$ cat config.mk
export PLATFORM = sky130hd
export DESIGN_NAME = iram_write_seq
export DESIGN_NICKNAME = d
export VERILOG_FILES = /design/src/rtl/iram_write_pkg.sv /design/src/rtl/iram_parity_gen.sv /design/src/rtl/iram_write_seq.sv
export SDC_FILE = /design/constraint.sdc
export NUM_CORES = 1
export LEC_CHECK = 0
export CAP_MARGIN = 25
export CELL_PAD_IN_SITES_DETAIL_PLACEMENT = 1
export CELL_PAD_IN_SITES_GLOBAL_PLACEMENT = 2
export CORE_UTILIZATION = 21
export CTS_CLUSTER_DIAMETER = 200
export DETAILED_ROUTE_END_ITERATION = 6
export GPL_TIMING_DRIVEN = 0
export PLACE_DENSITY = 0.91
export SLEW_MARGIN = 5
export SYNTH_ARGS = -nofsm -noshare
export SYNTH_HDL_FRONTEND = slang
export SYNTH_SLANG_ARGS = --single-unit
$ cat constraint.sdc
create_clock -name clk -period 1.8 [get_ports clk]
set_input_delay 0.36 -clock clk [delete_from_list [all_inputs] [get_ports clk]]
set_output_delay 0.36 -clock clk [all_outputs]
set_load 0.03 [all_outputs]
$ cat src/rtl/iram_write_pkg.sv
// Shared types and constants for the IRAM write path: sequencer state,
// word widths and the A-bus field that supplies the upper instruction bits.
package iram_write_pkg;

  typedef enum logic [1:0] {
    ST_IDLE  = 2'd0,
    ST_SETUP = 2'd1,
    ST_WRITE = 2'd2,
    ST_HOLD  = 2'd3
  } iram_wr_state_e;

  localparam int IRAM_DATA_W = 48;
  localparam int IRAM_WORD_W = 49;

  // A bus bits that land in word bits 47:32
  localparam int A_HI_MSB = 15;
  localparam int A_HI_LSB = 0;

  function automatic int max3(input int a, input int b, input int c);
    int m;
    m = (a > b) ? a : b;
    return (m > c) ? m : c;
  endfunction

endpackage

$ cat src/rtl/iram_parity_gen.sv
// Odd-parity generator over one IRAM data word: the returned bit makes the
// data-plus-parity word carry an odd number of ones. Shared with read-side checking.
module iram_parity_gen
  import iram_write_pkg::*;
(
  input  logic [IRAM_DATA_W-1:0] data,
  output logic                   par_odd
);

  assign par_odd = ~^data;

endmodule

$ cat src/rtl/iram_write_seq.sv
// IRAM write sequencer: latches a microinstruction from the A/M buses, adds
// parity, and drives address/data/we with programmable setup, pulse and hold.
module iram_write_seq
  import iram_write_pkg::*;
#(
  parameter int ADDR_W    = 14,
  parameter int SETUP_CYC = 1,
  parameter int WE_CYC    = 2,
  parameter int HOLD_CYC  = 1
) (
  input  logic                   clk,
  input  logic                   reset,
  input  logic                   start,
  input  logic [31:0]            a_data,
  input  logic [31:0]            m_data,
  input  logic [ADDR_W-1:0]      wadr,
  output logic [ADDR_W-1:0]      iram_addr,
  output logic [IRAM_WORD_W-1:0] iram_wdata,
  output logic                   iram_we,
  output logic                   busy,
  output logic                   done
);

  localparam int MAX_CYC = max3(SETUP_CYC, WE_CYC, HOLD_CYC);
  localparam int CNT_W   = $clog2(MAX_CYC) + 1;

  localparam logic [CNT_W-1:0] SETUP_LD = CNT_W'(SETUP_CYC - 1);
  localparam logic [CNT_W-1:0] WE_LD    = CNT_W'(WE_CYC - 1);
  localparam logic [CNT_W-1:0] HOLD_LD  = CNT_W'(HOLD_CYC - 1);

  iram_wr_state_e          state_q, state_d;
  logic [CNT_W-1:0]        cnt_q, cnt_d;
  logic [ADDR_W-1:0]       addr_q, addr_d;
  logic [IRAM_WORD_W-1:0]  wdata_q, wdata_d;
  logic                    we_q, we_d;
  logic                    busy_q, busy_d;
  logic                    done_q, done_d;

  logic [IRAM_DATA_W-1:0]  cap_data;
  logic                    cap_par;
  logic                    accept;
  logic                    cnt_zero;

  // A bus upper half carries nothing for this path
  logic unused_a_hi;
  assign unused_a_hi = ^a_data[31:A_HI_MSB+1];

  assign cap_data = {a_data[A_HI_MSB:A_HI_LSB], m_data};
  assign accept   = (state_q == ST_IDLE) && start;
  assign cnt_zero = (cnt_q == '0);

  iram_parity_gen u_par (
    .data    (cap_data),
    .par_odd (cap_par)
  );

  always_ff @(posedge clk) begin
    if (reset) state_q <= ST_IDLE;
    else       state_q <= state_d;
  end

  always_comb begin
    state_d = state_q;
    case (state_q)
      ST_IDLE:  if (start)    state_d = ST_SETUP;
      ST_SETUP: if (cnt_zero) state_d = ST_WRITE;
      ST_WRITE: if (cnt_zero) state_d = ST_HOLD;
      ST_HOLD:  if (cnt_zero) state_d = ST_IDLE;
      default:                state_d = ST_IDLE;
    endcase
  end

  // Outputs are decoded from the next state so every pin comes straight off a flop
  always_comb begin
    cnt_d   = cnt_q;
    addr_d  = addr_q;
    wdata_d = wdata_q;
    if (state_d != state_q) begin
      case (state_d)
        ST_SETUP: cnt_d = SETUP_LD;
        ST_WRITE: cnt_d = WE_LD;
        ST_HOLD:  cnt_d = HOLD_LD;
        default:  cnt_d = '0;
      endcase
    end else if (!cnt_zero) begin
      cnt_d = cnt_q - 1'b1;
    end
    if (accept) begin
      addr_d  = wadr;
      wdata_d = {cap_par, cap_data};
    end
    we_d   = (state_d == ST_WRITE);
    busy_d = (state_d != ST_IDLE);
    done_d = (state_q == ST_HOLD) && (state_d == ST_IDLE);
  end

  always_ff @(posedge clk) begin
    if (reset) begin
      cnt_q   <= '0;
      addr_q  <= '0;
      wdata_q <= '0;
      we_q    <= 1'b0;
      busy_q  <= 1'b0;
      done_q  <= 1'b0;
    end else begin
      cnt_q   <= cnt_d;
      addr_q  <= addr_d;
      wdata_q <= wdata_d;
      we_q    <= we_d;
      busy_q  <= busy_d;
      done_q  <= done_d;
    end
  end

  assign iram_addr  = addr_q;
  assign iram_wdata = wdata_q;
  assign iram_we    = we_q;
  assign busy       = busy_q;
  assign done       = done_q;

endmodule
==> run_results.csv <==
group,metric,value,unit
critical_path,cp-end-kind,"primary output",
critical_path,startpoint_type,"register",
power,switchingPower,2329,uW
final_layout,multi_input_area,1464,um2
grt,grt_pass1_wl,15.10,mm
critical_path,critPathTopFamily,"buffers and inverters",
drt,drt_iter0_markers,69,
place,place_congestion,0.7283,
grt,met3_usage,4.875,%
power,finalPower,6325,uW
drt,num_vias,2838,
drt,drtPass1Iterations,4,
place,dpl_worst_slack,-0.5264,ns
grt,grt_max_degree,11,
sta,drv_slew,0,
yosys,synth-edff-count,0,
place,hpwl,7.130,mm
yosys,netlist.area_leader.share,49.17,%
clocking,cts_tree,"done",
yosys,synth_fp_nets,435,
drt,antenna_left,0,
grt,met2_usage,24.45,%
power,power_density,1305,nW/um2
critical_path,cpMaxStageDelayCell,"clkdlybuf4s50_1",
final_layout,area_growth,70.06,%
yosys,synthTopCellsByArea,"dfxtp_1 49%, nand2_1 17%, xnor2_1 12%",
yosys,ys.warnings.count,0,
grt,grt.busiest_layer,"met2",
critical_path,crit_type,"reg2out",
drt,wl_per_cell,14.28,um
die,die-area,14040,um2
yosys,async_flop_share,0,%
yosys,post-synth-top-count-cell,"nand2_1",
grt,antenna_found_initial,2,
critical_path,crit_buf_inv,1,
sta,fmax,0.5794,GHz
power,switching_share,36.83,%
sta,finalSetupViolations,0,
grt,grt-ovfl-total,0,
yosys,synthCells,353,
critical_path,max_stage_delay,0.70,ns
clocking,cts_buffers,9,
yosys,seq_area_frac_synth,49.17,%
final_layout,n_fill_cell,1562,
clocking,clk_pin_slew,0.05,ns
clocking,cts.htree.levels,3,
yosys,yosys_most_used_dff,"dfxtp_1",
clocking,ctsRootBufferMaster,"clkbuf_16",
die,rows,42,
final_layout,drive_above_1_share,9.054,%
power,leakage,0.002076,uW
die,coreArea,13240,um2
final_layout,layout.nets,575,
power,ir_drop,0.0003627,V
die,dieHeight,118.5,um
final_layout,final_util,36.60,%
critical_path,cp.arrival,1.37,ns
min_path,hold_class,"in2reg",
clocking,clock-sinks,70,
sta,hold_ws,0.2884,ns
drt,drc_errors,0,
power,clkPwrFrac,25.8,%
final_layout,seq_area,1401,um2
critical_path,required,1.44,ns
sta,fin_skew,0.002778,ns
die,ios,147,
yosys,synthTopCellsByCount,"128 x nand2_1, 70 x dfxtp_1, 65 x a21oi_1",
critical_path,crit_path_max_fanout,2,
yosys,ys_seq_elements,70,
clocking,max-clock-path-buffers,2,
sta,hold_viol,0,
clocking,postCtsSetupRepairBufs,0,
yosys,yosys.cell_types.count,21,
power,p_seq_share,32.2,%
power,p_int,3996,uW
sta,fin_crit_sh,95.89,%
clocking,cts_hold_buffers,0,
clocking,insertion_delay,0.33,ns
status,status,"finished clean",
grt,grt_pass1_vias,2983,
yosys,syn_area,2850,um2
sta,max_slew_margin,63.96,%
job,max-cap-violations,0,
power,p_comb_share,42.0,%
yosys,synth_area_per_cell,8.074,um2
drt,via_per_inst,4.204,
yosys,synth_top_area_cell,"dfxtp_1",
place,io_buffer_count,129,
sta,worst_slew_pin_slew,0.5407,ns
drt,drt-total-wl,9.638,mm
sta,setup_ws,0.07403,ns
grt,grt_use_total,14.07,%
die,die_width,118.5,um
sta,fin_tns_setup,0,ns
sta,layout_min_cycle_time,1.726,ns
grt,grtUsageMet1,15.45,%
die,start_util,21.52,%
critical_path,crit_chain,"clkdlybuf4s50_1",
[repair_timing]
| item | in CTS | in global routing |
|---|---|---|
| gates resized for setup | 20 | 55 |
| pin swaps | 14 | 32 |
| hold endpoints to repair | 0 | 0 |
| endpoints found under the setup margin | 60 | 61 |
[metrics by stage]
stage | area, um2 | instances
2_1_floorplan | 2850 | 353
3_3_place_gp | 4362 | 658
3_5_place_dp | 4362 | 658
4_1_cts | 4669 | 673
5_1_grt | 4847 | 675
6_report | 4847 | 675
[power groups by stage]
| stage | clock (uW) | sequential (uW) | combinational [uW] |
|---|---|---|---|
| 6_report | 1630 | 2040 | 2660 |
| 5_1_grt | 1770 | 2070 | 2880 |
| 4_1_cts | 1710 | 2040 | 2690 |
| 3_5_place_dp | 0 | 2070 | 2650 |
| 3_3_place_gp | 0 | 2050 | 2580 |
| 2_1_floorplan | 0 | 2620 | 1010 |
[cell usage in the layout, fill, tap and decap left out]
cell / n
nand2_1: 127
clkdlybuf4s50_1: 87
dfxtp_1: 70
a21oi_1: 65
dlymetal6s2s_1: 35
xnor2_1: 26
xnor2_2: 14
clkbuf_1: 12
clkbuf_2: 12
clkbuf_16: 9
dlygate4sd2_1: 7
nor2_1: 5
xor2_1: 5
diode_2: 2
inv_1: 2
a211oi_1: 2
nor3b_1: 2
clkbuf_8: 2
nor2_2: 1
and2_1: 1
buf_6: 1
nand2_2: 1
buf_2: 1
nor2b_1: 1
o21a_1: 1
nand4b_1: 1
or3_1: 1
xor2_2: 1
xnor3_1: 1
a21oi_2: 1
or2_2: 1
ha_1: 1
clkinv_2: 1
[registers in the layout (all words and copies together), names as in the netlist]
| signal | flops |
|---|---|
| iram_addr | 14 |
| iram_we | 1 |
| done | 1 |
| busy | 1 |
| iram_wdata | 49 |
| cnt_q | 2 |
| state_q | 2 |
[cell families (layout without fill, tap and decap cells)]
family | after synthesis | after routing | share of synthesized area [%]
adder cells (fa/ha/maj) | 1 | 1 | 0.4389
other | 0 | 2 | 0
flip-flops | 70 | 70 | 49.17
AO/OA/AOI/OAI | 69 | 69 | 12.51
AND/OR/NAND/NOR | 141 | 141 | 19.36
XOR/XNOR | 47 | 47 | 14.93
buffers and inverters | 25 | 169 | 3.600
[layer usage]
layer,vias to the layer above,wire (um)
li1,1407,-
met1,1328,3969
met2,92,4875
met3,11,637
met4,0,155
met5,-,0
[final timing paths]
check	start	endpoint	slack [ns]	cells past startpoint
worst max-delay path	iram_wdata[18]	iram_wdata[18]	0.07	1
worst min register to register	iram_wdata[41]	iram_wdata[41]	0.45	2
worst min-delay path	reset	state_q[1]	0.29	2
worst max register to register	cnt_q[0]	busy	0.21	7
[layout make-up]
class | instances | area share, %
sequential | 70 | 28.91
clock inverter | 1 | 0.1033
antenna | 2 | 0.1033
timing repair buffer | 129 | 28.27
multi-input combinational | 258 | 30.20
tap | 176 | 4.543
inverter | 2 | 0.1549
clock buffer | 14 | 5.447
buffer | 23 | 2.272
(Power assumes the default switching activity.)
